==> src/rtl/decoded_msg_uart_tx.sv <==
// Streams the decoded-message RAM out as 8N1 UART, LSB first, with optional CR LF trailer.
// Fetch is REQ/WAIT/LATCH per byte so a RAM with up to 2 cycles of read latency is covered.
module decoded_msg_uart_tx #(
  parameter int CLKS_PER_BIT = 434,
  parameter int MSG_LEN      = 32,
  parameter int ADDR_W       = 5,
  parameter bit APPEND_CRLF  = 1'b1
) (
  input  logic              clk,
  input  logic              reset,
  input  logic              start,
  output logic [ADDR_W-1:0] ram_address,
  output logic              ram_rden,
  input  logic [7:0]        ram_q,
  output logic              uart_tx,
  output logic              busy,
  output logic              done
);

  localparam int CNT_W     = (CLKS_PER_BIT > 1) ? $clog2(CLKS_PER_BIT) : 1;
  localparam int IDX_W     = ADDR_W + 2;
  localparam int NUM_BYTES = MSG_LEN + (APPEND_CRLF ? 2 : 0);

  localparam logic [CNT_W-1:0] BAUD_LAST = CNT_W'(CLKS_PER_BIT - 1);
  localparam logic [IDX_W-1:0] MSG_END   = IDX_W'(MSG_LEN);
  localparam logic [IDX_W-1:0] IDX_END   = IDX_W'(NUM_BYTES);

  typedef enum logic [2:0] {
    S_IDLE, S_REQ, S_WAIT, S_LATCH, S_START, S_DATA, S_STOP, S_DONE
  } state_t;

  // Every registered output lives here, so outputs are never decoded from state.
  typedef struct packed {
    logic [IDX_W-1:0]  idx;
    logic [2:0]        bit_cnt;
    logic [CNT_W-1:0]  baud;
    logic [7:0]        shreg;
    logic [ADDR_W-1:0] addr;
    logic              rden;
    logic              tx;
    logic              busy;
    logic              done;
  } regs_t;

  localparam regs_t REGS_RST = '{
    idx: '0, bit_cnt: '0, baud: '0, shreg: '0, addr: '0,
    rden: 1'b0, tx: 1'b1, busy: 1'b0, done: 1'b0
  };

  state_t           state, state_nxt;
  regs_t            r, r_nxt;
  logic             baud_end;
  logic             in_crlf;
  logic [7:0]       crlf_byte;
  logic [IDX_W-1:0] idx_plus;

  always_ff @(posedge clk or posedge reset) begin
    if (reset) begin
      state <= S_IDLE;
      r     <= REGS_RST;
    end else begin
      state <= state_nxt;
      r     <= r_nxt;
    end
  end

  always_comb begin
    state_nxt = state;
    r_nxt     = r;
    r_nxt.done = 1'b0;
    baud_end  = (r.baud == BAUD_LAST);
    in_crlf   = (r.idx >= MSG_END);
    crlf_byte = (r.idx == MSG_END) ? 8'h0D : 8'h0A;
    idx_plus  = r.idx + IDX_W'(1);

    if (state == S_START || state == S_DATA || state == S_STOP)
      r_nxt.baud = baud_end ? '0 : r.baud + CNT_W'(1);

    case (state)
      S_IDLE: begin
        if (start) begin
          state_nxt  = S_REQ;
          r_nxt.idx  = '0;
          r_nxt.busy = 1'b1;
          r_nxt.addr = '0;
          r_nxt.rden = (MSG_END != '0);
        end
      end
      S_REQ:   state_nxt = S_WAIT;
      S_WAIT:  state_nxt = S_LATCH;
      S_LATCH: begin
        state_nxt   = S_START;
        r_nxt.shreg = in_crlf ? crlf_byte : ram_q;
        r_nxt.rden  = 1'b0;
        r_nxt.tx    = 1'b0;
      end
      S_START: begin
        if (baud_end) begin
          state_nxt = S_DATA;
          r_nxt.tx  = r.shreg[0];
        end
      end
      S_DATA: begin
        if (baud_end) begin
          if (r.bit_cnt == 3'd7) begin
            state_nxt     = S_STOP;
            r_nxt.bit_cnt = '0;
            r_nxt.tx      = 1'b1;
          end else begin
            r_nxt.bit_cnt = r.bit_cnt + 3'd1;
            r_nxt.shreg   = {1'b0, r.shreg[7:1]};
            r_nxt.tx      = r.shreg[1];
          end
        end
      end
      S_STOP: begin
        if (baud_end) begin
          r_nxt.idx = idx_plus;
          if (idx_plus < IDX_END) begin
            state_nxt = S_REQ;
            // CR/LF bytes never touch the RAM; address keeps its last value.
            if (idx_plus < MSG_END) begin
              r_nxt.addr = idx_plus[ADDR_W-1:0];
              r_nxt.rden = 1'b1;
            end
          end else begin
            state_nxt  = S_DONE;
            r_nxt.done = 1'b1;
          end
        end
      end
      S_DONE: begin
        state_nxt  = S_IDLE;
        r_nxt.busy = 1'b0;
      end
      default: begin
        state_nxt = S_IDLE;
        r_nxt     = REGS_RST;
      end
    endcase
  end

  assign ram_address = r.addr;
  assign ram_rden    = r.rden;
  assign uart_tx     = r.tx;
  assign busy        = r.busy;
  assign done        = r.done;

endmodule
==> config.mk <==
export PLATFORM = sky130hd
export DESIGN_NAME = decoded_msg_uart_tx
export DESIGN_NICKNAME = d
export VERILOG_FILES = /design/src/rtl/decoded_msg_uart_tx.sv
export SDC_FILE = /design/constraint.sdc
export NUM_CORES = 1
export LEC_CHECK = 0
export ABC_AREA = 0
export CAP_MARGIN = 15
export CORE_MARGIN = 2
export CORE_UTILIZATION = 39
export CTS_CLUSTER_DIAMETER = 80
export DETAILED_ROUTE_END_ITERATION = 6
export DONT_BUFFER_PORTS = 1
export PLACE_DENSITY = 0.64
export RECOVER_POWER = 100
export SLEW_MARGIN = 0
export SYNTH_ARGS = -nofsm -noshare
export SYNTH_HDL_FRONTEND = slang
export SYNTH_SLANG_ARGS = --single-unit
==> constraint.sdc <==
create_clock -name clk -period 3 [get_ports clk]
set_input_delay 0.3 -clock clk [delete_from_list [all_inputs] [get_ports clk]]
set_output_delay 0.3 -clock clk [all_outputs]
set_load 0.05 [all_outputs]
==> flow_summary.rst <==
.. list-table::
   :header-rows: 1

   * - Metric
     - Value
   * - Worst reg-to-reg path cell count
     - 7
   * - Leakage dissipation
     - 0.976 nW
   * - Syn_nets
     - 255
   * - Internal Dissipation
     - 1.10 mW
   * - Fill count
     - 535
   * - Startpoint class of the critical path
     - flip-flop
   * - Data arrival time of the worst path
     - 2.31 ns
   * - Count of inserted antenna diode cells
     - 0
   * - # placed instances
     - 296
   * - CTS Root Cell
     - clkbuf_8
   * - Synth Flop Type
     - dfrtp_1
   * - Setup crit start
     - r[18]
   * - Sw Pwr
     - 816 uW
   * - Mapped Area
     - 2160 um^2
   * - Pin count of the biggest net entering global routing
     - 40
   * - Resized Gates After CTS
     - 0
   * - Transition time at the pin with the least slew margin
     - 2.09 ns
   * - Number of instances in the synthesized netlist
     - 238
   * - Cell family contributing the most delay on the critical path
     - compound AO/OA/AOI/OAI gates
   * - DR DRC count
     - 0
   * - Buffer levels on the longest clock path
     - 2
   * - Start of the worst register-to-register path
     - r[18]
   * - HPWL reported at the end of detailed placement
     - 3030 um
   * - Violations in the final reports
     - capacitance limit, slew limit
   * - Max Slew Vio Count
     - 40
   * - Setup repair after global routing missed its margin
     - false
   * - Critical-path maximum fanout
     - 10
   * - Buffer count from post-CTS setup fixing
     - 0
   * - First-pass GRT wire length
     - 7580 um
   * - Router iterations before antenna repair
     - 4
   * - Core Area
     - 5440 um^2
   * - Final worst-path cycle share
     - 70.6%
   * - Die area
     - 6160 um^2
   * - Final cell count without fillers
     - 304
   * - Remaining max-slew budget at the tightest pin
     - -39.1%
   * - EDFF count, synth
     - 0
   * - Register cell area after layout
     - 977 um^2
   * - Final routed wirelength across all metal layers
     - 4350 um
   * - Setup slack of the worst register-to-register path
     - 0.88 ns
   * - Data required time at the worst endpoint
     - 3.19 ns
   * - Maximum capacitance violations
     - 1
   * - Synthesis-stage register bit count
     - 39
   * - Iteration-0 DRC Markers
     - 133
   * - Maximum level of the CTS H-tree
     - 2
   * - Grt ovf
     - 0
   * - Aggregate negative setup slack
     - 0 ns
   * - Source-to-sink clock delay at the later pin of the worst-skew pair
     - 0.29 ns
   * - Clock share of power
     - 18.1%
   * - Count of hold-fix buffers inserted at cts
     - 0
   * - Worst-case vdd ir drop
     - 0.381 mV
   * - Type of the worst setup path
     - flip-flop to flip-flop
   * - Part of the Yosys area used for sequential elements
     - 45.1%
   * - Site row count
     - 27
   * - Slowest Stage Delay on Critical Path
     - 0.41 ns
   * - Min Clock Period, post-route
     - 2.12 ns
   * - Total area of multi-input combinational cells
     - 1050 um^2
   * - Total via count in the routed design
     - 1655
   * - Warnings from Yosys
     - 0
   * - Hold Path Class
     - input pin to flip-flop
   * - Commonest non-fill, non-tap cells in the layout
     - dfrtp_1 (38), nand2_1 (32), o21ai_0 (23)
   * - Critical path's slowest cell
     - dfrtp_1
   * - Per-cell routed wire length
     - 14.3 um
   * - Number of buffer cells added on primary ports
     - 0
   * - Final layout net count
     - 248
   * - Clock buffer count from CTS
     - 5
   * - Achievable Freq
     - 472 MHz
   * - Via count of the first global-routing pass
     - 1595
   * - Chip width
     - 78.5 um
   * - Most common cell after layout, fill and taps aside
     - dfrtp_1
   * - Detailed-route vias per instance
     - 5.44
   * - Relative area change from synthesis to final layout
     - 3.12%
   * - Ratio of cells with drive above 1 in the final layout
     - 3.02%
   * - Synth unique cells
     - 46
   * - Finish-stage setup viols
     - 0
   * - Avg Inst Size Synth
     - 9.09 um^2
   * - Aggregate global-route resource usage
     - 15.5%
   * - Hold violation total from the final report
     - 0
   * - Result of the run
     - finished, violations left
   * - Vertical extent of the die
     - 78.5 um
   * - I/O pin total
     - 20
   * - Endpoint class of the critical path
     - flip-flop
   * - Power density over cell area
     - 858 nW/um^2
   * - Share of flip-flops with an asynchronous set or reset after synthesis
     - 100%
   * - Crit-path cells
     - inv_1 -> ha_1 -> and4bb_1 -> a41oi_1 -> or2_0 -> o21bai_1 -> a22o_1
   * - Final ANT Viol Nets
     - 0
   * - Number of buffers and inverters on the critical path
     - 1
   * - Worst reg2reg endpoint
     - ram_address[1]
   * - Clock Sink Count
     - 39
   * - Sw Ratio
     - 42.6%
   * - Portion of total power attributed to combinational logic
     - 29.8%
   * - Share of power burned in registers
     - 52.1%
   * - Number of cells on the critical path
     - 7
   * - Clock skew after layout
     - 0.0129 ns
   * - Timing endpoint of the critical path
     - ram_address[1]
   * - Clock-pin slew on the worst setup and hold paths
     - 0.08 ns
   * - Placer congestion estimate
     - 0.814
   * - Initial core utilization
     - 39.8%
   * - TritonCTS clock tree
     - built
   * - Initial antenna violation count
     - 0
==> power groups by stage <==
stage	clock (mW)	combinational, mW	sequential, mW
floorplan	0	0.640	0.843
global placement	0	0.584	1.01
detailed placement	0	0.594	1.01
CTS	0.362	0.596	1.00
global route	0.381	0.676	1.04
finish	0.347	0.571	0.997
==> how the worst min path moves through the flow <==
stage,from,end,slack (ns),cells after the start
after floorplan,r[9],r[9],0.44,2
after global placement,reset,r[22],0.35,2
final,ram_q[7],r[16],0.15,2
after CTS,reset,r[29],0.03,2
after global routing,ram_q[7],r[16],0.14,2
after detailed placement,reset,r[22],0.35,2
==> state kept, by name (all words and copies together), names as in the netlist <==
name         count
ram_address      5
busy             1
done             1
state            3
r               27
ram_rden         1
uart_tx          1
==> cell usage after synthesis (all sizes together), types with 2 or more instances <==
master,count,area share (%)
nand4,2,0.58
and2,2,0.58
buf,13,3.9
o21ai,23,5.3
o2bb2ai,2,0.81
xnor2,4,1.6
dfrtp,38,44
nor3,5,1.2
ha,6,3.5
nor4,2,0.58
xor2,4,1.6
a22o,3,1.2
a21oi,9,2.1
or3,4,1.2
nor3b,4,1.4
nand2,32,5.5
a21o,3,1.0
nand2b,2,0.58
nor2b,6,1.7
and4b,2,0.92
and3,6,1.7
nand3,8,1.8
a221oi,4,1.6
clkbuf,3,0.52
nor2,22,3.8
inv,8,1.4
mux2,2,1.0
o31ai,4,1.4
nand3b,2,0.69
==> routing by layer <==
metal	wire (um)	global-route usage, %	vias up
li1	-	-	822
met1	2240	21.6	804
met2	1870	22.9	22
met3	171	4.71	7
met4	68	5.26	0
met5	0	0	-
==> worst register-to-register path: cells and delay by family, from the launching register on <==
family / cells / cell delay [ns]
and+or+nand+nor: 2 / 0.68
DFF: 1 / 0.41
adders and majority gates: 1 / 0.12
AOI/OAI and AO/OA: 3 / 0.75
buffers and inverters: 1 / 0.07
==> through the flow <==
step / setup slack (ns) / cell area, um^2 / utilization (%) / power [mW] / hold slack, ns
floorplan: 1.19 / 2160 / - / 1.48 / 0.443
global placement: 0.926 / 2170 / 40.0 / 1.59 / 0.350
detailed placement: 0.908 / 2170 / 40.0 / 1.60 / 0.352
CTS: 0.894 / 2250 / 41.5 / 1.96 / 0.0277
global route: 0.622 / 2230 / 41.0 / 2.09 / 0.136
finish: 0.882 / 2230 / 41.0 / 1.91 / 0.148
==> logic make-up (layout without fill, tap and decap cells) <==
logic type	Yosys count	count (layout)	synth area share, %
xor+xnor	8	8	3.24
buf+inv	24	18	5.78
fa+ha+maj	6	6	3.47
simple gates	104	104	24.5
flops	39	39	45.1
compound gates	55	55	16.9
mux	2	2	1.04
==> final cells by class <==
| type | count | area share [%] |
|---|---|---|
| flip-flops and latches | 39 | 43.8 |
| repair buffers | 2 | 0.336 |
| inverters | 8 | 1.35 |
| clock buffers | 8 | 3.59 |
| well taps | 72 | 4.04 |
| multi-input cells | 175 | 46.9 |
Power figures use the tool's default switching activity.
